File: config.mk
export PLATFORM = sky130hd
export DESIGN_NAME = mesi_isc_breq_fifos_n
export DESIGN_NICKNAME = d
export VERILOG_FILES = /design/src/rtl/mesi_isc_breq_fifos_n.sv
export SDC_FILE = /design/constraint.sdc
export NUM_CORES = 1
export LEC_CHECK = 0
export BUFFER_PORTS_ARGS = -buffer_cell sky130_fd_sc_hd__buf_4
export CORE_UTILIZATION = 50
export CTS_CLUSTER_DIAMETER = 30
export DETAILED_ROUTE_END_ITERATION = 7
export PLACE_DENSITY = 0.78
export SYNTH_ARGS = -nofsm -noshare
export SYNTH_HDL_FRONTEND = slang
export SYNTH_SLANG_ARGS = --single-unit
File: constraint.sdc
create_clock -name clk -period 5.9 [get_ports clk]
set_input_delay 1.18 -clock clk [delete_from_list [all_inputs] [get_ports clk]]
set_output_delay 1.18 -clock clk [all_outputs]
set_load 0.1 [all_outputs]
File: src/rtl/mesi_isc_breq_fifos_n.sv
`default_nettype none
// ============================================================================
// Module      : mesi_isc_breq_fifos_n
// Description : Broadcast-request queue stage for the MESI ISC. Write- and
//               read-broadcast commands from NUM_CPUS bus masters are queued
//               in per-CPU FIFOs, tagged with a shared broadcast ID, and
//               drained by a round-robin arbiter into the broadcast FIFO.
// Ports       : clk, rst_n                 clock, synchronous active-low reset
//               mbus_cmd_array_i           per-CPU command (slice k = CPU k)
//               mbus_addr_array_i          per-CPU address
//               broad_fifo_status_full_i   downstream broadcast FIFO full
//               mbus_ack_array_o           registered one-cycle ack per CPU
//               broad_fifo_wr_o            broadcast FIFO write strobe
//               broad_addr_o/type_o/cpu_id_o/id_o  granted FIFO head
//               fifo_count_array_o         per-CPU FIFO occupancy
// Revision    : 1.0 - initial release
// ============================================================================
module mesi_isc_breq_fifos_n #(
   parameter int NUM_CPUS         = 4,
   parameter int MBUS_CMD_WIDTH   = 3,
   parameter int ADDR_WIDTH       = 32,
   parameter int BROAD_TYPE_WIDTH = 2,
   parameter int BROAD_ID_WIDTH   = 7,
   parameter int FIFO_DEPTH       = 2,
   localparam int CPU_ID_WIDTH    = (NUM_CPUS > 1) ? $clog2(NUM_CPUS) : 1,
   localparam int CNT_WIDTH       = $clog2(FIFO_DEPTH + 1)
) (
   input  logic                           clk,
   input  logic                           rst_n,
   input  logic [NUM_CPUS*MBUS_CMD_WIDTH-1:0] mbus_cmd_array_i,
   input  logic [NUM_CPUS*ADDR_WIDTH-1:0] mbus_addr_array_i,
   input  logic                           broad_fifo_status_full_i,
   output logic [NUM_CPUS-1:0]            mbus_ack_array_o,
   output logic                           broad_fifo_wr_o,
   output logic [ADDR_WIDTH-1:0]          broad_addr_o,
   output logic [BROAD_TYPE_WIDTH-1:0]    broad_type_o,
   output logic [CPU_ID_WIDTH-1:0]        broad_cpu_id_o,
   output logic [BROAD_ID_WIDTH-1:0]      broad_id_o,
   output logic [NUM_CPUS*CNT_WIDTH-1:0]  fifo_count_array_o
);

   localparam int PTR_WIDTH = (FIFO_DEPTH > 1) ? $clog2(FIFO_DEPTH) : 1;

   localparam logic [MBUS_CMD_WIDTH-1:0]   c_CMD_WR_BROAD = MBUS_CMD_WIDTH'(3);
   localparam logic [MBUS_CMD_WIDTH-1:0]   c_CMD_RD_BROAD = MBUS_CMD_WIDTH'(4);
   localparam logic [BROAD_TYPE_WIDTH-1:0] c_TYPE_WR      = BROAD_TYPE_WIDTH'(1);
   localparam logic [BROAD_TYPE_WIDTH-1:0] c_TYPE_RD      = BROAD_TYPE_WIDTH'(2);

   // Registered state
   logic [NUM_CPUS-1:0]         ack_q;
   logic [BROAD_ID_WIDTH-1:0]   id_cnt_q,     id_cnt_d;
   logic [CPU_ID_WIDTH-1:0]     last_grant_q, last_grant_d;
   logic [PTR_WIDTH-1:0]        wptr_q [NUM_CPUS];
   logic [PTR_WIDTH-1:0]        wptr_d [NUM_CPUS];
   logic [PTR_WIDTH-1:0]        rptr_q [NUM_CPUS];
   logic [PTR_WIDTH-1:0]        rptr_d [NUM_CPUS];
   logic [CNT_WIDTH-1:0]        cnt_q  [NUM_CPUS];
   logic [CNT_WIDTH-1:0]        cnt_d  [NUM_CPUS];

   // FIFO storage; the CPU index is implied by which FIFO holds the entry
   logic [ADDR_WIDTH-1:0]       addr_mem_q [NUM_CPUS][FIFO_DEPTH];
   logic [BROAD_TYPE_WIDTH-1:0] type_mem_q [NUM_CPUS][FIFO_DEPTH];
   logic [BROAD_ID_WIDTH-1:0]   id_mem_q   [NUM_CPUS][FIFO_DEPTH];

   // Combinational
   logic [NUM_CPUS-1:0]         w_push;
   logic [NUM_CPUS-1:0]         w_pop;
   logic [NUM_CPUS-1:0]         w_empty;
   logic [ADDR_WIDTH-1:0]       w_addr     [NUM_CPUS];
   logic [BROAD_TYPE_WIDTH-1:0] w_type     [NUM_CPUS];
   logic [BROAD_ID_WIDTH-1:0]   w_new_id   [NUM_CPUS];
   logic                        w_grant_valid;
   logic [CPU_ID_WIDTH-1:0]     w_grant_idx;

   function automatic logic [PTR_WIDTH-1:0] ptr_inc(input logic [PTR_WIDTH-1:0] p);
      return (p == PTR_WIDTH'(FIFO_DEPTH - 1)) ? '0 : p + PTR_WIDTH'(1);
   endfunction

   // Decode, acceptance and ID allocation. IDs are handed out in ascending
   // CPU order so simultaneous acceptances get consecutive values.
   always_comb begin
      logic [MBUS_CMD_WIDTH-1:0] cmd;
      logic                      is_wr;
      logic                      is_rd;
      logic [BROAD_ID_WIDTH-1:0] id_run;
      id_run = id_cnt_q;
      for (int k = 0; k < NUM_CPUS; k++) begin
         cmd         = mbus_cmd_array_i[k*MBUS_CMD_WIDTH +: MBUS_CMD_WIDTH];
         is_wr       = (cmd == c_CMD_WR_BROAD);
         is_rd       = (cmd == c_CMD_RD_BROAD);
         w_addr[k]   = mbus_addr_array_i[k*ADDR_WIDTH +: ADDR_WIDTH];
         w_type[k]   = is_wr ? c_TYPE_WR : c_TYPE_RD;
         w_empty[k]  = (cnt_q[k] == '0);
         // The ack term blocks a second capture while the master still
         // holds the command during its ack cycle.
         w_push[k]   = (is_wr || is_rd) && (cnt_q[k] != CNT_WIDTH'(FIFO_DEPTH)) && !ack_q[k];
         w_new_id[k] = id_run;
         if (w_push[k]) begin
            id_run = id_run + BROAD_ID_WIDTH'(1);
         end
      end
      id_cnt_d = id_run;
   end

   // Round-robin arbiter: search starts just after the last granted index.
   always_comb begin
      logic [CPU_ID_WIDTH-1:0] idx;
      w_grant_valid = 1'b0;
      w_grant_idx   = '0;
      idx           = last_grant_q;
      for (int i = 0; i < NUM_CPUS; i++) begin
         idx = (idx == CPU_ID_WIDTH'(NUM_CPUS - 1)) ? '0 : idx + CPU_ID_WIDTH'(1);
         if (!w_grant_valid && !w_empty[idx] && !broad_fifo_status_full_i) begin
            w_grant_valid = 1'b1;
            w_grant_idx   = idx;
         end
      end
      last_grant_d = w_grant_valid ? w_grant_idx : last_grant_q;
   end

   // Pointer and occupancy next-state
   always_comb begin
      for (int k = 0; k < NUM_CPUS; k++) begin
         w_pop[k]  = w_grant_valid && (w_grant_idx == CPU_ID_WIDTH'(k));
         wptr_d[k] = w_push[k] ? ptr_inc(wptr_q[k]) : wptr_q[k];
         rptr_d[k] = w_pop[k]  ? ptr_inc(rptr_q[k]) : rptr_q[k];
         cnt_d[k]  = cnt_q[k];
         if (w_push[k] && !w_pop[k]) begin
            cnt_d[k] = cnt_q[k] + CNT_WIDTH'(1);
         end else if (!w_push[k] && w_pop[k]) begin
            cnt_d[k] = cnt_q[k] - CNT_WIDTH'(1);
         end
      end
   end

   // First-word fall-through output of the granted head; zero when idle
   always_comb begin
      broad_fifo_wr_o = w_grant_valid;
      broad_addr_o    = '0;
      broad_type_o    = '0;
      broad_cpu_id_o  = '0;
      broad_id_o      = '0;
      if (w_grant_valid) begin
         broad_addr_o   = addr_mem_q[w_grant_idx][rptr_q[w_grant_idx]];
         broad_type_o   = type_mem_q[w_grant_idx][rptr_q[w_grant_idx]];
         broad_cpu_id_o = w_grant_idx;
         broad_id_o     = id_mem_q[w_grant_idx][rptr_q[w_grant_idx]];
      end
   end

   always_ff @(posedge clk) begin
      if (!rst_n) begin
         ack_q        <= '0;
         id_cnt_q     <= '0;
         last_grant_q <= CPU_ID_WIDTH'(NUM_CPUS - 1);
         for (int k = 0; k < NUM_CPUS; k++) begin
            wptr_q[k] <= '0;
            rptr_q[k] <= '0;
            cnt_q[k]  <= '0;
         end
      end else begin
         ack_q        <= w_push;
         id_cnt_q     <= id_cnt_d;
         last_grant_q <= last_grant_d;
         for (int k = 0; k < NUM_CPUS; k++) begin
            wptr_q[k] <= wptr_d[k];
            rptr_q[k] <= rptr_d[k];
            cnt_q[k]  <= cnt_d[k];
         end
      end
   end

   // Storage needs no reset: entries are only visible through a non-zero count
   always_ff @(posedge clk) begin
      for (int k = 0; k < NUM_CPUS; k++) begin
         if (w_push[k]) begin
            addr_mem_q[k][wptr_q[k]] <= w_addr[k];
            type_mem_q[k][wptr_q[k]] <= w_type[k];
            id_mem_q[k][wptr_q[k]]   <= w_new_id[k];
         end
      end
   end

   assign mbus_ack_array_o = ack_q;

   for (genvar k = 0; k < NUM_CPUS; k++) begin : g_cnt_out
      assign fifo_count_array_o[k*CNT_WIDTH +: CNT_WIDTH] = cnt_q[k];
   end

endmodule
`default_nettype wire

**Word level (Yosys, flattened, before mapping)**

Memory sizes are Yosys's and may differ from the RTL's.
Index checks and enable logic that the tools add are counted.
Widths: inputs -> output; s select.

- Flip-flop bits (word level): 13
- Memory bits (writable): 344
- Output and inout port bits: 56
- Word-level logic and storage cells: 261
- Memories: 6

- Add/subtract/negate cells: 24
- Order comparisons: 13
- Equality and inequality tests: 19
- Muxes and demuxes: 119
- Bitwise operators: 17
- Reductions and logical operators: 60

Memory list:

| name | depth | width | rd ports | clocked after memory_dff | wr ports | line | text |
|---|---|---|---|---|---|---|---|
| addr_mem_q | 4 | 64 | 1 | 0 | 4 | 61 | `logic [ADDR_WIDTH-1:0] addr_mem_q [NUM_CPUS][FIFO_DEPTH];` |
| id_mem_q | 4 | 14 | 1 | 0 | 4 | 63 | `logic [BROAD_ID_WIDTH-1:0] id_mem_q [NUM_CPUS][FIFO_DEPTH];` |
| type_mem_q | 4 | 4 | 1 | 0 | 4 | 62 | `logic [BROAD_TYPE_WIDTH-1:0] type_mem_q [NUM_CPUS][FIFO_DEPTH];` |
| cnt_q | 4 | 2 | 4 | 0 | 4 | 57 | `logic [CNT_WIDTH-1:0] cnt_q [NUM_CPUS];` |
| rptr_q | 4 | 1 | 5 | 0 | 4 | 55 | `logic [PTR_WIDTH-1:0] rptr_q [NUM_CPUS];` |
| wptr_q | 4 | 1 | 4 | 0 | 4 | 53 | `logic [PTR_WIDTH-1:0] wptr_q [NUM_CPUS];` |

Operator list:

| kind | number |
|---|---|
| $mux 32 | 8 |
| $mux 64 | 4 |
| $demux 32 s1 | 4 |
| $mux 7 | 12 |
| $mux 2 | 33 |
| $mux 14 | 4 |
| $mux 1 | 38 |
| $logic_and 1x1->1 | 31 |
| $add 7x1->7 const B | 4 |
| $demux 7 s1 | 4 |
| $logic_not 1->1 | 20 |
| $add 2x1->2 const B | 8 |
| $mux 4 | 4 |
| $eq 2x2->1 const B | 6 |
| $eq 3x2->1 const B | 4 |
| $eq 3x3->1 const B | 4 |
| $lt 2x3->1 const B | 4 |
| $or 1x1->1 | 12 |
| $ge 2x2->1 const B | 5 |
| $logic_not 2->1 | 5 |
| $not 1->2 | 5 |
| $add 1x1->1 const B | 8 |
| $bmux 1 s2 | 4 |
| $demux 2 s1 | 4 |
| 5 further kinds | 17 |

**Longest topological paths before layout**

Gate-level depths: netlist of run 1.

- Depth in word-level cells: 25
- Gate-level depth with buffers: 13

**Worst setup path before layout of run 1**

OpenSTA, ideal clock, no wires.

- Kind: reg-to-output
- From: mem cnt_q[3][0] (netlist name)
- To: out broad_id_o[0]
- Arrival time: 5.831 ns
- Data required time: 4.720 ns
- Path slack: -1.111 ns
- Cell stages (with the launch flop): 12
- Buffers on the path: 2
- Cells stage by stage: dfxtp_1 or2_2 a21oi_1 o32a_1 o211a_1 inv_2 clkbuf_1 buf_1 nand2_1 a21oi_1 nor3_1 nor3_1

RTL lines:

| what | line | text |
|---|---|---|
| start: declaration | 57 |  |
| end: declaration | 38 | `output logic [BROAD_ID_WIDTH-1:0] broad_id_o,` |

**Worst setup path in the final report of run 1**

- From: reg last_grant_q[0]
- To: out broad_addr_o[10]

- Word-level cells in the longest chain between the ends: 25
- Elaborated cells between the ends (all ways): 49
- Those cells by class: add/sub: 4; eq/ne: 4; mux: 24; bitwise: 1; reduce/logical: 14; memory: 2

RTL lines:

| what | line | text |
|---|---|---|
| start: declaration | 52 | `logic [CPU_ID_WIDTH-1:0] last_grant_q, last_grant_d;` |
| start signal: assignment | 155 | `last_grant_q <= CPU_ID_WIDTH'(NUM_CPUS - 1);` |
| start signal: assignment | 164 | `last_grant_q <= last_grant_d;` |
| $add 2x1->2 or $eq 2x2->1 (tied branches) | 112 | `idx = (idx == CPU_ID_WIDTH'(NUM_CPUS - 1)) ? '0 : idx + CPU_ID_WIDTH'(1);` |
| $mux 2 (*) | 112 |  |
| branches (longest 22 deep; another with $add 2x1->2) | n/a |  |
| $mux 32 (*) | 143 | `if (w_grant_valid) begin` |
| end: declaration | 35 | `output logic [ADDR_WIDTH-1:0] broad_addr_o,` |

Mark *: on every way between the ends. The select of a mux whose other input is x is not followed.

==> impl_results.html, run 1 <==
<table>
<tr><th>Metric</th><th>Value</th></tr>
<tr><th colspan="2">Drt</th></tr>
<tr><td>Detail-routed net length per standard cell</td><td>23.69 microns</td></tr>
<tr><td>First-pass detailed-route iteration total</td><td>7</td></tr>
<tr><td>Drt initial violations</td><td>1,360</td></tr>
<tr><td>Vias per std cell</td><td>6.402</td></tr>
<tr><td>Overall via count from detail_route</td><td>12,592</td></tr>
<tr><td>Number of nets with antenna violations after detailed routing</td><td>0</td></tr>
<tr><td>Final wirelength</td><td>46,590 microns</td></tr>
<tr><td>Residual DRC</td><td>0</td></tr>
<tr><th colspan="2">Global route</th></tr>
<tr><td>Maximum number of pins on one net before global-route repair</td><td>100</td></tr>
<tr><td>Antenna violations before repair</td><td>0</td></tr>
<tr><td>Via count of the first global-routing pass</td><td>12,712</td></tr>
<tr><td>Total global routing overflow</td><td>0</td></tr>
<tr><td>Wire length of the first global-routing pass</td><td>71,260 microns</td></tr>
<tr><td>All-layer global routing usage</td><td>28.62%</td></tr>
<tr><th colspan="2">Worst setup path</th></tr>
<tr><td>Critical path class</td><td>reg -&gt; out</td></tr>
<tr><td>Data arrival, critical path</td><td>4.53 ns</td></tr>
<tr><td>Count of cells along the worst register-to-register path</td><td>13</td></tr>
<tr><td>Largest fanout on the critical path</td><td>55</td></tr>
<tr><td>Start point of the critical path</td><td>last_grant_q[0]</td></tr>
<tr><td>Required time worst endpoint</td><td>4.72 ns</td></tr>
<tr><td>Sort of element at the start of the critical path</td><td>register</td></tr>
<tr><td>Critical path capture point type</td><td>output pin</td></tr>
<tr><td>Reg-to-reg critical path startpoint</td><td>cnt_q[0][0]</td></tr>
<tr><th colspan="2">Floorplan</th></tr>
<tr><td>Row cnt</td><td>65</td></tr>
<tr><td>Die extent in y</td><td>180.6 microns</td></tr>
<tr><td>Overall die width</td><td>180.6 microns</td></tr>
<tr><td>Overall die area</td><td>32,630 sq um</td></tr>
<tr><td>Core area</td><td>31,470 sq um</td></tr>
<tr><td>Initial cell density of the core</td><td>50.69%</td></tr>
<tr><td>Total I/O pin count</td><td>199</td></tr>
<tr><th colspan="2">Timing</th></tr>
<tr><td>Fraction of the cycle the final worst path needs</td><td>96.80%</td></tr>
<tr><td>Unrepaired setup endpoints after global routing</td><td>false</td></tr>
<tr><td>Transition at the pin with the smallest max-transition slack</td><td>1.189 ns</td></tr>
<tr><td>Maximum clock frequency</td><td>175.1 MHz</td></tr>
<tr><td>Fin Clk Skew</td><td>0.01607 ns</td></tr>
<tr><td>Final setup viols</td><td>0</td></tr>
<tr><td>Worst slew margin relative to its limit</td><td>20.74%</td></tr>
<tr><td>Count of final hold-check violations</td><td>0</td></tr>
<tr><td>Slew Viols, Final</td><td>0</td></tr>
<tr><td>Setup tns final</td><td>0 ns</td></tr>
<tr><td>Min Tclk post-route</td><td>5.711 ns</td></tr>
<tr><th colspan="2">Logic synthesis</th></tr>
<tr><td>Prevailing post-synth register cell</td><td>sky130_fd_sc_hd__edfxtp_1</td></tr>
<tr><td>Sequential-to-total area share from yosys stat</td><td>65.75%</td></tr>
<tr><td>Distinct cell type count after synthesis</td><td>67</td></tr>
<tr><td>Warnings, synthesis</td><td>0</td></tr>
<tr><td>Number of nets produced by synthesis</td><td>1,453</td></tr>
<tr><td>Synthesized instance count</td><td>1,299</td></tr>
<tr><td>Post-synthesis average cell area</td><td>12.28 sq um</td></tr>
<tr><td>Synthesized cell area</td><td>15,950 sq um</td></tr>
<tr><td>Number of enable-type register cells in the synthesized netlist</td><td>334</td></tr>
<tr><td>Register bit count reported by yosys</td><td>357</td></tr>
<tr><td>Share of flip-flops with an asynchronous set or reset after synthesis</td><td>0%</td></tr>
<tr><th colspan="2">Clock tree</th></tr>
<tr><td>Number of buffers created by CTS</td><td>75</td></tr>
<tr><td>Setup Buffers After CTS</td><td>0</td></tr>
<tr><td>Largest buffer count on any clock path</td><td>3</td></tr>
<tr><td>H-Tree Level Count</td><td>3</td></tr>
<tr><td>Hold bufs inserted after CTS</td><td>0</td></tr>
<tr><td>CTS-repair resized insts</td><td>0</td></tr>
<tr><td>Buffer type at the clock tree root</td><td>sky130_fd_sc_hd__clkbuf_16</td></tr>
<tr><td>TritonCTS clock tree</td><td>done</td></tr>
<tr><td>CTS clock-pin slew for the worst setup and hold paths</td><td>0.04 ns</td></tr>
<tr><td>Clk Latency, worst-skew pair</td><td>0.56 ns</td></tr>
<tr><td>Clock Sink Count</td><td>357</td></tr>
<tr><th colspan="2">Cells and area</th></tr>
<tr><td>Post-layout net count</td><td>1,662</td></tr>
<tr><td>Antenna Cells</td><td>0</td></tr>
<tr><td>Filler cells</td><td>2,186</td></tr>
<tr><td>Post-Layout Inst Area</td><td>20,770 sq um</td></tr>
<tr><td>Area of combinational cells with multiple inputs</td><td>5186 sq um</td></tr>
<tr><td>Proportion of layout cells with a drive suffix above 1</td><td>27.67%</td></tr>
<tr><td>Layout overhead on the synthesized area</td><td>30.16%</td></tr>
<tr><td>Sequential cell area</td><td>10,490 sq um</td></tr>
<tr><th colspan="2">Hold path</th></tr>
<tr><td>Hold Crit Depth</td><td>1</td></tr>
<tr><td>Hold crit path type</td><td>reg -&gt; reg</td></tr>
<tr><td>Worst min-delay path startpoint</td><td>mbus_ack_array_o[3]</td></tr>
<tr><th colspan="2">Run status</th></tr>
<tr><td>Run status</td><td>finished clean</td></tr>
<tr><th colspan="2">Placement</th></tr>
<tr><td>Final Wtd Congestion</td><td>0.8772</td></tr>
<tr><td># port buffers</td><td>198</td></tr>
<tr><td>Cell Area, Placed</td><td>18,170 sq um</td></tr>
<tr><td>Estimated wirelength of the detail-placed design</td><td>27,380 microns</td></tr>
<tr><th colspan="2">Run</th></tr>
<tr><td>Max-capacitance violation count</td><td>0</td></tr>
</table>
==> critical path, stage by stage (launching register included) <==
cell and delay (ns):
sky130_fd_sc_hd__dfxtp_1 0.38, sky130_fd_sc_hd__ha_1 0.31, sky130_fd_sc_hd__nor2_1 0.41, sky130_fd_sc_hd__mux4_2 0.44, sky130_fd_sc_hd__nand2_4 0.29, sky130_fd_sc_hd__o211a_2 0.38, sky130_fd_sc_hd__inv_6 0.18, sky130_fd_sc_hd__nor2_1 0.30
sky130_fd_sc_hd__o22a_4 0.44, sky130_fd_sc_hd__buf_12 0.21, sky130_fd_sc_hd__nor3_1 0.08, sky130_fd_sc_hd__nor3_2 0.21, sky130_fd_sc_hd__buf_4 0.34
==> Yosys cell counts (13+ instances only) <==
library cell	number	area (sq um)
sky130_fd_sc_hd__o22ai_1	41	256.5
sky130_fd_sc_hd__nor3_1	168	840.8
sky130_fd_sc_hd__inv_1	63	236.5
sky130_fd_sc_hd__a211oi_1	40	300.3
sky130_fd_sc_hd__o211ai_1	42	315.3
sky130_fd_sc_hd__nand2_1	22	82.58
sky130_fd_sc_hd__clkbuf_1	87	326.6
sky130_fd_sc_hd__nor2_1	110	412.9
sky130_fd_sc_hd__xnor2_1	13	113.9
sky130_fd_sc_hd__edfxtp_1	334	10030
sky130_fd_sc_hd__o21ai_0	91	455.4
sky130_fd_sc_hd__a21oi_1	51	255.2
sky130_fd_sc_hd__o221ai_1	80	700.7
sky130_fd_sc_hd__dfxtp_1	23	460.4
==> state kept, by name, indices dropped and copies added, names as in the netlist <==
register / count
addr_mem_q: 256
id_mem_q: 56
type_mem_q: 16
cnt_q: 8
id_cnt_q: 7
mbus_ack_array_o: 4
rptr_q: 4
wptr_q: 4
last_grant_q: 2
==> placed cells by master, fill, tap and decap left out, drive strengths merged, types with 5 or more instances in the layout <==
cell / count
nor2: 110
a21oi: 51
nand3: 6
xor2: 12
edfxtp: 334
clkbuf: 86
o211ai: 42
or3: 7
o221ai: 80
a211oi: 41
o22ai: 41
nor4: 5
nand2: 22
and2: 6
clkinv: 21
a2111oi: 6
nor3: 168
inv: 70
bufinv: 11
o21ai: 93
mux2i: 6
ha: 11
or2: 7
dfxtp: 23
clkinvlp: 11
buf: 226
xnor2: 13
==> kinds of logic (layout without fill, tap and decap cells) <==
kind of cell | count (synthesis) | in the layout | synth area share, %
buffers and inverters | 159 | 425 | 3.843
adders and majority gates | 11 | 11 | 0.8627
AOI/OAI and AO/OA | 378 | 378 | 16.40
muxes | 11 | 11 | 0.8705
and+or+nand+nor | 358 | 358 | 10.90
DFF | 357 | 357 | 65.75
xor gates and xnor gates | 25 | 25 | 1.372
==> metrics by stage <==
stage	setup WS [ns]	hold WS (ns)	instances	utilization, %
3_5_place_dp	0.4989	0.4537	1833	57.73
5_1_grt	0.001686	0.5046	1967	65.98
4_1_cts	0.02418	0.4666	1967	65.94
6_report	0.1886	0.4645	1967	65.98
3_3_place_gp	0.6204	0.4685	1833	57.73
2_1_floorplan	-0.2581	0.4268	1299	-
==> worst paths after layout <==
| path | slack, ns | to |
|---|---|---|
| max | 0.19 | broad_addr_o[10] |
| min | 0.46 | mbus_ack_array_o[3] |
| min reg2reg | 0.46 | mbus_ack_array_o[3] |
| max reg2reg | 1.50 | id_cnt_q[4] |
==> per-layer routing <==
metal  global-route usage (%)  vias up  share of wire (%)
li1                         -     5550                  -
met1                    36.56     6098                 38
met2                    47.09      795                 49
met3                    5.982      149                9.7
met4                    12.79        0                3.6
met5                        0        -                  0
==> final cells by class <==
| cell class | instances | area share, % |
|---|---|---|
| Clock buffer | 86 | 9.695 |
| Clock inverter | 48 | 2.754 |
| Inverter | 65 | 1.211 |
| Multi-Input combinational cell | 783 | 24.97 |
| Sequential cell | 357 | 50.52 |
| Tap cell | 402 | 2.422 |
| Timing Repair Buffer | 226 | 8.429 |
Power of run 1 is not shown: default switching activity piles up to over one toggle a cycle in this logic, so the estimate is an artifact.
==> run 2: changes to the inputs <==
--- a/config.mk
+++ b/config.mk
@@ -10,5 +10,5 @@
 export CTS_CLUSTER_DIAMETER = 30
 export DETAILED_ROUTE_END_ITERATION = 7
-export PLACE_DENSITY = 0.78
+export PLACE_DENSITY = 0.81
 export SYNTH_ARGS = -nofsm -noshare
 export SYNTH_HDL_FRONTEND = slang
==> constraint.sdc (replaced) <==
create_clock -name clk -period 4.75 [get_ports clk]
set_input_delay 1.425 -clock clk [delete_from_list [all_inputs] [get_ports clk]]
set_output_delay 1.425 -clock clk [all_outputs]
set_load 0.1 [all_outputs]
==> impl_results.html, run 2 (synthesis results as in run 1) <==
<table>
<tr><th>Metric</th><th>Value</th></tr>
<tr><th colspan="2">Worst setup path</th></tr>
<tr><td>Largest fanout on the critical path</td><td>8 (was 55)</td></tr>
<tr><td>Data arrival, critical path</td><td>3.91 ns (was 4.53 ns)</td></tr>
<tr><td>Series of cell instances along the critical path</td><td>buf_6, or4_1, o211ai_1, o32a_1, o211a_4, clkinv_8, buf_12, buf_8, buf_16, o211ai_1, o21ai_1, nor3_2, nor3_4, buf_12 (was ha_1, nor2_1, mux4_2, nand2_4, o211a_2, inv_6, nor2_1, o22a_4, buf_12, nor3_1, nor3_2, buf_4)</td></tr>
<tr><td>Required time worst endpoint</td><td>3.32 ns (was 4.72 ns)</td></tr>
<tr><td>Critical path capture point type</td><td>output pin (unchanged)</td></tr>
<tr><td>Sort of element at the start of the critical path</td><td>register (unchanged)</td></tr>
<tr><td>Critical path class</td><td>reg -&gt; out (unchanged)</td></tr>
<tr><td>CP max stage cell</td><td>sky130_fd_sc_hd__or4_1 (was sky130_fd_sc_hd__mux4_2)</td></tr>
<tr><td>Stage delay of the slowest cell on the critical path</td><td>0.50 ns (was 0.44 ns)</td></tr>
<tr><th colspan="2">Floorplan</th></tr>
<tr><td>Overall die width</td><td>180.6 microns (unchanged)</td></tr>
<tr><td>Core area</td><td>31,470 sq um (unchanged)</td></tr>
<tr><td>Overall die area</td><td>32,630 sq um (unchanged)</td></tr>
<tr><td>Die extent in y</td><td>180.6 microns (unchanged)</td></tr>
<tr><td>Row cnt</td><td>65 (unchanged)</td></tr>
<tr><td>Total I/O pin count</td><td>199 (unchanged)</td></tr>
<tr><td>Initial cell density of the core</td><td>50.69% (unchanged)</td></tr>
<tr><th colspan="2">Run status</th></tr>
<tr><td>Run status</td><td>finished, violations left (was finished clean)</td></tr>
<tr><td>Violations in the final reports</td><td>negative setup slack</td></tr>
<tr><th colspan="2">Cells and area</th></tr>
<tr><td>Most common cell after layout, fill and taps aside</td><td>sky130_fd_sc_hd__edfxtp_1 (unchanged)</td></tr>
<tr><td>Fin cells</td><td>2,086 (was 1,967)</td></tr>
<tr><td>Layout overhead on the synthesized area</td><td>51.21% (was 30.16%)</td></tr>
<tr><td>Filler cells</td><td>1,478 (was 2,186)</td></tr>
<tr><td>Top library cells by usage in the layout, fill and taps aside</td><td>sky130_fd_sc_hd__edfxtp_1 (334), sky130_fd_sc_hd__buf_4 (249), sky130_fd_sc_hd__nor2_1 (108), sky130_fd_sc_hd__nor3_2 (93), sky130_fd_sc_hd__clkbuf_16 (82) (was sky130_fd_sc_hd__edfxtp_1 (334), sky130_fd_sc_hd__buf_4 (221), sky130_fd_sc_hd__nor3_1 (127), sky130_fd_sc_hd__nor2_1 (109), sky130_fd_sc_hd__o21ai_0 (91))</td></tr>
<tr><td>Flip-flop count of the largest register, all copies and words added</td><td>256 (unchanged)</td></tr>
<tr><td>Post-Layout Inst Area</td><td>24,120 sq um (was 20,770 sq um)</td></tr>
<tr><td>Proportion of layout cells with a drive suffix above 1</td><td>43.85% (was 27.67%)</td></tr>
<tr><td>Post-layout net count</td><td>1,782 (was 1,662)</td></tr>
<tr><th colspan="2">Timing</th></tr>
<tr><td>Fin Clk Skew</td><td>0.03996 ns (was 0.01607 ns)</td></tr>
<tr><td>Unrepaired setup endpoints after global routing</td><td>true (was false)</td></tr>
<tr><td>Slew Viols, Final</td><td>0 (unchanged)</td></tr>
<tr><td>Maximum clock frequency</td><td>187.3 MHz</td></tr>
<tr><td>Worst slew margin relative to its limit</td><td>40.43% (was 20.74%)</td></tr>
<tr><td>Final setup viols</td><td>41 (was 0)</td></tr>
<tr><td>Transition at the pin with the smallest max-transition slack</td><td>0.8872 ns (was 1.189 ns)</td></tr>
<tr><td>Setup slack after layout</td><td>-0.5882 ns (was 0.1886 ns)</td></tr>
<tr><td>Fraction of the cycle the final worst path needs</td><td>112.4%</td></tr>
<tr><td>Count of final hold-check violations</td><td>0 (unchanged)</td></tr>
<tr><td>Min Tclk post-route</td><td>5.338 ns</td></tr>
<tr><th colspan="2">Drt</th></tr>
<tr><td>Top layer reached by signal wires</td><td>met4 (unchanged)</td></tr>
<tr><td>Vias per std cell</td><td>7.158 (was 6.402)</td></tr>
<tr><td>Met2 wire length</td><td>29,620 microns (was 22,720 microns)</td></tr>
<tr><td>First-pass detailed-route iteration total</td><td>7 (unchanged)</td></tr>
<tr><td>Routed wire length on met3</td><td>8536 microns (was 4536 microns)</td></tr>
<tr><td>Number of nets with antenna violations after detailed routing</td><td>0 (unchanged)</td></tr>
<tr><td>Overall via count from detail_route</td><td>14,932 (was 12,592)</td></tr>
<tr><td>Final wirelength</td><td>63,630 microns (was 46,590 microns)</td></tr>
<tr><td>Drt initial violations</td><td>2,434 (was 1,360)</td></tr>
<tr><td>Detail-routed net length per standard cell</td><td>30.50 microns (was 23.69 microns)</td></tr>
<tr><td>Residual DRC</td><td>0 (unchanged)</td></tr>
<tr><td>M1 wire length</td><td>20,330 microns (was 17,650 microns)</td></tr>
<tr><th colspan="2">Global route</th></tr>
<tr><td>Maximum number of pins on one net before global-route repair</td><td>56 (was 100)</td></tr>
<tr><td>Antenna violations before repair</td><td>2 (was 0)</td></tr>
<tr><td>Via count of the first global-routing pass</td><td>14,741 (was 12,712)</td></tr>
<tr><td>All-layer global routing usage</td><td>34.52% (was 28.62%)</td></tr>
<tr><td>Total global routing overflow</td><td>0 (unchanged)</td></tr>
<tr><td>Wire length of the first global-routing pass</td><td>84,710 microns (was 71,260 microns)</td></tr>
<tr><th colspan="2">Placement</th></tr>
<tr><td>Number of cells in the design after placement</td><td>1,923 (was 1,833)</td></tr>
<tr><td>Estimated wirelength of the detail-placed design</td><td>29,510 microns (was 27,380 microns)</td></tr>
<tr><td>Final Wtd Congestion</td><td>0.8643 (was 0.8772)</td></tr>
<tr><td># port buffers</td><td>198 (unchanged)</td></tr>
<tr><td>Cell Area, Placed</td><td>19,530 sq um (was 18,170 sq um)</td></tr>
<tr><th colspan="2">Clock tree</th></tr>
<tr><td>Hold bufs inserted after CTS</td><td>0 (unchanged)</td></tr>
<tr><td>Buffer type at the clock tree root</td><td>sky130_fd_sc_hd__clkbuf_16 (unchanged)</td></tr>
<tr><td>Number of buffers created by CTS</td><td>70 (was 75)</td></tr>
<tr><td>Largest buffer count on any clock path</td><td>3 (unchanged)</td></tr>
<tr><td>TritonCTS clock tree</td><td>done (unchanged)</td></tr>
<tr><td>Clk Latency, worst-skew pair</td><td>0.58 ns (was 0.56 ns)</td></tr>
<tr><td>H-Tree Level Count</td><td>3 (unchanged)</td></tr>
<tr><td>Clock Sink Count</td><td>357 (unchanged)</td></tr>
<tr><td>CTS clock-pin slew for the worst setup and hold paths</td><td>0.05 ns (was 0.04 ns)</td></tr>
<tr><th colspan="2">Run</th></tr>
<tr><td>Max-capacitance violation count</td><td>0 (unchanged)</td></tr>
<tr><th colspan="2">Hold path</th></tr>
<tr><td>Hold crit path type</td><td>reg -&gt; reg (unchanged)</td></tr>
</table>
-- run 2: cell count changes in the layout (fill, tap and decap cells not counted), sizes merged --
cell / previous run / this run
clkbuf: 86 / 93
clkinv: 21 / 19
o22a: 2 / 3
bufinv: 11 / 10
diode: 0 / 1
buf: 226 / 341
clkinvlp: 11 / 10
inv: 70 / 69
-- run 2: layout make-up --
class / count / area (sq um) / share of cell area, %
Antenna cell: 1 / 2.502 / 0.01037
Clock buffer: 84 / 1898 / 7.868
Clock inverter: 43 / 564.3 / 2.339
Inverter: 65 / 261.5 / 1.084
Multi-Input combinational cell: 784 / 6487 / 26.89
Sequential cell: 357 / 10500 / 43.54
Tap cell: 402 / 503.0 / 2.085
Timing Repair Buffer: 350 / 3904 / 16.18
-- run 2: final timing paths --
path / start / end / slack (ns) / depth (start not counted)
worst max-delay path: last_grant_q[0] / broad_addr_o[26] / -0.59 / 14
worst min-delay path: mbus_ack_array_o[3] / mbus_ack_array_o[3] / 0.46 / 1
worst max register to register: cnt_q[0][0] / id_cnt_q[4] / 0.98 / 15
worst min register to register: mbus_ack_array_o[3] / mbus_ack_array_o[3] / 0.46 / 1
-- run 2: per-layer routing --
metal  vias to the layer above  track usage (%)
met4                         0            21.26
li1                       5809                -
met3                       453            7.639
met2                      1625            57.39
met1                      7045            40.97
met5                         -                0
-- run 2: worst max-delay path: cells and delay by family (launching register included) --
kind,cells,cell delay [ns]
buffers and inverters,6,0.89
flip-flops,1,0.35
AND/OR/NAND/NOR,3,0.85
AO/OA/AOI/OAI,5,1.25
-- run 2: through the flow --
| stage | setup slack (ns) | utilization, % | TNS, ns | hold slack [ns] |
|---|---|---|---|---|
| 2_1_floorplan | -0.3103 | - | -12.61 | 0.4268 |
| 3_3_place_gp | -0.4005 | 62.05 | -13.65 | 0.4414 |
| 3_5_place_dp | -0.4809 | 62.05 | -17.59 | 0.4434 |
| 4_1_cts | -0.3336 | 74.32 | -10.93 | 0.4596 |
| 5_1_grt | -0.7173 | 76.64 | -23.70 | 0.4705 |
| 6_report | -0.5882 | 76.65 | -19.36 | 0.4567 |
-- run 2: timing repair --
action,in CTS,in global routing
setup endpoints to repair,41,42
pin swaps,56,33
cloned,4,10
resized for setup,293,88
buffers inserted,10,13
Power of run 2 is left out for the same reason.
==> run 3: changes to the inputs <==
- MAX_ROUTING_LAYER: default -> met4
- PLACE_DENSITY: 0.81 -> 0.76
==> impl_results.html, run 3 (synthesis results as in run 1) <==
<table>
<tr><th>Metric</th><th>Value</th></tr>
<tr><th colspan="2">Worst setup path</th></tr>
<tr><td>Series of cell instances along the critical path</td><td>buf_6, o21bai_4, a311oi_2, o211ai_1, o211a_4, inv_8, buf_12, buf_12, o22ai_1, nor3_1, nor3_1, buf_4, nor3_4, buf_12 (was buf_6, or4_1, o211ai_1, o32a_1, o211a_4, clkinv_8, buf_12, buf_8, buf_16, o211ai_1, o21ai_1, nor3_2, nor3_4, buf_12)</td></tr>
<tr><td>Critical path capture point type</td><td>output pin (unchanged)</td></tr>
<tr><td>Endpoint of the worst register-to-register path</td><td>id_cnt_q[6] (was id_cnt_q[4])</td></tr>
<tr><td>Required time worst endpoint</td><td>3.32 ns (about the same)</td></tr>
<tr><td>Sort of element at the start of the critical path</td><td>input pin (was register)</td></tr>
<tr><td>Cell with the most instances on the worst path</td><td>sky130_fd_sc_hd__buf_12</td></tr>
<tr><td>Largest delay share family, worst path</td><td>compound AO/OA/AOI/OAI gates (unchanged)</td></tr>
<tr><td>Critical path class</td><td>in -&gt; out (was reg -&gt; out)</td></tr>
<tr><td>CP max stage cell</td><td>sky130_fd_sc_hd__a311oi_2 (was sky130_fd_sc_hd__or4_1)</td></tr>
<tr><td>Flop2flop setup slack</td><td>0.97 ns (was 0.98 ns)</td></tr>
<tr><td>Reg-to-reg critical path startpoint</td><td>cnt_q[0][0] (unchanged)</td></tr>
<tr><td>Worst path bufs/invs</td><td>6 (unchanged)</td></tr>
<tr><td>Count of cells along the worst register-to-register path</td><td>13 (was 15)</td></tr>
<tr><td>Critical Path Stages</td><td>14 (unchanged)</td></tr>
<tr><td>Stage delay of the slowest cell on the critical path</td><td>0.26 ns (was 0.50 ns)</td></tr>
<tr><td>Largest fanout on the critical path</td><td>31 (was 8)</td></tr>
<tr><td>Data arrival, critical path</td><td>3.84 ns (was 3.91 ns)</td></tr>
<tr><th colspan="2">Global route</th></tr>
<tr><td>Total global routing overflow</td><td>0 (unchanged)</td></tr>
<tr><td>GR Util met1</td><td>39.04% (was 40.97%)</td></tr>
<tr><td>Maximum number of pins on one net before global-route repair</td><td>81 (was 56)</td></tr>
<tr><td>Via count of the first global-routing pass</td><td>13,829 (was 14,741)</td></tr>
<tr><td>GR met3 Demand/Resource</td><td>5.800% (was 7.639%)</td></tr>
<tr><td>All-layer global routing usage</td><td>32.64% (was 34.52%)</td></tr>
<tr><td>Wire length of the first global-routing pass</td><td>78,360 microns (was 84,710 microns)</td></tr>
<tr><td>Met2 Usage GRT</td><td>53.33% (was 57.39%)</td></tr>
<tr><td>Most heavily used metal layer in global routing</td><td>met2 (unchanged)</td></tr>
<tr><td>Antenna violations before repair</td><td>2 (unchanged)</td></tr>
<tr><th colspan="2">Timing</th></tr>
<tr><td>Maximum clock frequency</td><td>189.9 MHz (was 187.3 MHz)</td></tr>
<tr><td>Final setup viols</td><td>41 (unchanged)</td></tr>
<tr><td>Count of final hold-check violations</td><td>0 (unchanged)</td></tr>
<tr><td>Slew Viols, Final</td><td>0 (unchanged)</td></tr>
<tr><td>Unrepaired setup endpoints after global routing</td><td>true (unchanged)</td></tr>
<tr><td>Worst hold slack across all endpoints</td><td>0.4605 ns (was 0.4567 ns)</td></tr>
<tr><td>Worst slew margin relative to its limit</td><td>42.44% (was 40.43%)</td></tr>
<tr><td>Fin Clk Skew</td><td>0.02365 ns (was 0.03996 ns)</td></tr>
<tr><td>Setup tns final</td><td>-16.37 ns (was -19.36 ns)</td></tr>
<tr><td>Setup slack after layout</td><td>-0.5172 ns (was -0.5882 ns)</td></tr>
<tr><td>Fraction of the cycle the final worst path needs</td><td>110.9% (was 112.4%)</td></tr>
<tr><td>Min Tclk post-route</td><td>5.267 ns (was 5.338 ns)</td></tr>
<tr><td>Transition at the pin with the smallest max-transition slack</td><td>0.8635 ns (was 0.8872 ns)</td></tr>
<tr><th colspan="2">Floorplan</th></tr>
<tr><td>Total I/O pin count</td><td>199 (unchanged)</td></tr>
<tr><td>Row cnt</td><td>65 (unchanged)</td></tr>
<tr><td>Die extent in y</td><td>180.6 microns (unchanged)</td></tr>
<tr><td>Overall die area</td><td>32,630 sq um (unchanged)</td></tr>
<tr><td>Overall die width</td><td>180.6 microns (unchanged)</td></tr>
<tr><td>Initial cell density of the core</td><td>50.69% (unchanged)</td></tr>
<tr><td>Core area</td><td>31,470 sq um (unchanged)</td></tr>
<tr><th colspan="2">Cells and area</th></tr>
<tr><td>Layout overhead on the synthesized area</td><td>48.40% (was 51.21%)</td></tr>
<tr><td>Area of combinational cells with multiple inputs</td><td>6140 sq um (was 6487 sq um)</td></tr>
<tr><td>Top library cells by usage in the layout, fill and taps aside</td><td>sky130_fd_sc_hd__edfxtp_1 (334), sky130_fd_sc_hd__buf_4 (276), sky130_fd_sc_hd__nor2_1 (108), sky130_fd_sc_hd__o221ai_1 (80), sky130_fd_sc_hd__clkbuf_16 (80) (was sky130_fd_sc_hd__edfxtp_1 (334), sky130_fd_sc_hd__buf_4 (249), sky130_fd_sc_hd__nor2_1 (108), sky130_fd_sc_hd__nor3_2 (93), sky130_fd_sc_hd__clkbuf_16 (82))</td></tr>
<tr><td>Filler cells</td><td>1,733 (was 1,478)</td></tr>
<tr><td>Most common cell after layout, fill and taps aside</td><td>sky130_fd_sc_hd__edfxtp_1 (unchanged)</td></tr>
<tr><td>Flip-flop count of the largest register, all copies and words added</td><td>256 (unchanged)</td></tr>
<tr><td>Sequential cell area</td><td>10,500 sq um (unchanged)</td></tr>
<tr><td>Fin cells</td><td>2,107 (was 2,086)</td></tr>
<tr><td>Post-layout net count</td><td>1,799 (was 1,782)</td></tr>
<tr><td>Proportion of layout cells with a drive suffix above 1</td><td>40.75% (was 43.85%)</td></tr>
<tr><td>Post-Layout Inst Area</td><td>23,680 sq um (was 24,120 sq um)</td></tr>
<tr><th colspan="2">Clock tree</th></tr>
<tr><td>Buffer type at the clock tree root</td><td>sky130_fd_sc_hd__clkbuf_16 (unchanged)</td></tr>
<tr><td>CTS clock-pin slew for the worst setup and hold paths</td><td>0.04 ns (was 0.05 ns)</td></tr>
<tr><td>Hold bufs inserted after CTS</td><td>0 (unchanged)</td></tr>
<tr><td>Clock Sink Count</td><td>357 (unchanged)</td></tr>
<tr><td>Largest buffer count on any clock path</td><td>3 (unchanged)</td></tr>
<tr><td>TritonCTS clock tree</td><td>done (unchanged)</td></tr>
<tr><td>Clk Latency, worst-skew pair</td><td>0.58 ns (about the same)</td></tr>
<tr><td>Number of buffers created by CTS</td><td>76 (was 70)</td></tr>
<tr><td>H-Tree Level Count</td><td>3 (unchanged)</td></tr>
<tr><th colspan="2">Drt</th></tr>
<tr><td>Drt initial violations</td><td>1,780 (was 2,434)</td></tr>
<tr><td>Residual DRC</td><td>0 (unchanged)</td></tr>
<tr><td>Number of nets with antenna violations after detailed routing</td><td>0 (unchanged)</td></tr>
<tr><td>Vias per std cell</td><td>6.524 (was 7.158)</td></tr>
<tr><td>First-pass detailed-route iteration total</td><td>5 (was 7)</td></tr>
<tr><td>Overall via count from detail_route</td><td>13,746 (was 14,932)</td></tr>
<tr><td>Final wirelength</td><td>54,320 microns (was 63,630 microns)</td></tr>
<tr><td>Detail-routed net length per standard cell</td><td>25.78 microns (was 30.50 microns)</td></tr>
<tr><th colspan="2">Placement</th></tr>
<tr><td>Number of cells in the design after placement</td><td>1,949 (was 1,923)</td></tr>
<tr><td>Final Wtd Congestion</td><td>0.8939 (was 0.8643)</td></tr>
<tr><td># port buffers</td><td>198 (unchanged)</td></tr>
<tr><td>Estimated wirelength of the detail-placed design</td><td>29,860 microns (was 29,510 microns)</td></tr>
<tr><td>Cell Area, Placed</td><td>19,640 sq um (was 19,530 sq um)</td></tr>
<tr><th colspan="2">Run status</th></tr>
<tr><td>Run status</td><td>finished, violations left (unchanged)</td></tr>
<tr><td>Violations in the final reports</td><td>negative setup slack (unchanged)</td></tr>
<tr><th colspan="2">Hold path</th></tr>
<tr><td>Worst min-delay path endpoint</td><td>mbus_ack_array_o[3] (unchanged)</td></tr>
<tr><td>Hold crit path type</td><td>reg -&gt; reg (unchanged)</td></tr>
<tr><td>Hold Crit Depth</td><td>1 (unchanged)</td></tr>
<tr><td>Worst min-delay path startpoint</td><td>mbus_ack_array_o[3] (unchanged)</td></tr>
<tr><th colspan="2">Run</th></tr>
<tr><td>Max-capacitance violation count</td><td>0 (unchanged)</td></tr>
</table>
==> run 3: how the worst max path moves through the flow <==
stage	endpoint	startpoint	slack (ns)
global placement	broad_type_o[0]	broad_fifo_status_full_i	-0.38
CTS	broad_type_o[1]	broad_fifo_status_full_i	-0.43
detailed placement	broad_type_o[0]	broad_fifo_status_full_i	-0.44
floorplan	broad_id_o[3]	broad_fifo_status_full_i	-0.31
global route	broad_addr_o[4]	broad_fifo_status_full_i	-0.60
finish	broad_addr_o[4]	broad_fifo_status_full_i	-0.52
==> run 3: per-stage QoR <==
step                worst slack, ns  utilization, %
finish                      -0.5172           75.22
global route                -0.5979           75.22
CTS                         -0.4300           73.86
detailed placement          -0.4357           62.39
global placement            -0.3849           62.39
floorplan                   -0.3103               -
==> run 3: area by class of cell <==
type                            count  area share [%]
Timing Repair Buffer              362           15.73
Clock inverter                     47           2.246
Inverter                           65           1.073
Antenna cell                        2         0.02114
Multi-Input combinational cell    783           25.93
Sequential cell                   357           44.37
Tap cell                          402           2.125
Clock buffer                       89           8.503
==> run 3: layer usage <==
layer	up-vias	wire, microns
li1	5841	-
met1	6626	18990
met2	1080	27190
met3	199	5913
met4	0	2222
met5	-	0
==> run 3: what timing repair did <==
item	4_1_cts	5_1_grt
resized for setup	208	90
buffers inserted	11	10
endpoints found under the setup margin	41	44
gates cloned	2	3
pin swaps	9	34
==> run 3: worst register-to-register path: stages (launching register included) <==
cell and delay, ns:
sky130_fd_sc_hd__dfxtp_2 0.35, sky130_fd_sc_hd__buf_4 0.16, sky130_fd_sc_hd__nor2b_1 0.10, sky130_fd_sc_hd__a211oi_4 0.32, sky130_fd_sc_hd__mux2_2 0.25, sky130_fd_sc_hd__ha_2 0.19
sky130_fd_sc_hd__inv_1 0.04, sky130_fd_sc_hd__a2111o_1 0.45, sky130_fd_sc_hd__or4_1 0.52, sky130_fd_sc_hd__nand4_1 0.15, sky130_fd_sc_hd__a311oi_4 0.05, sky130_fd_sc_hd__or4_4 0.56
sky130_fd_sc_hd__a2111oi_4 0.33, sky130_fd_sc_hd__mux2i_1 0.23
Power of run 3 is left out for the same reason.
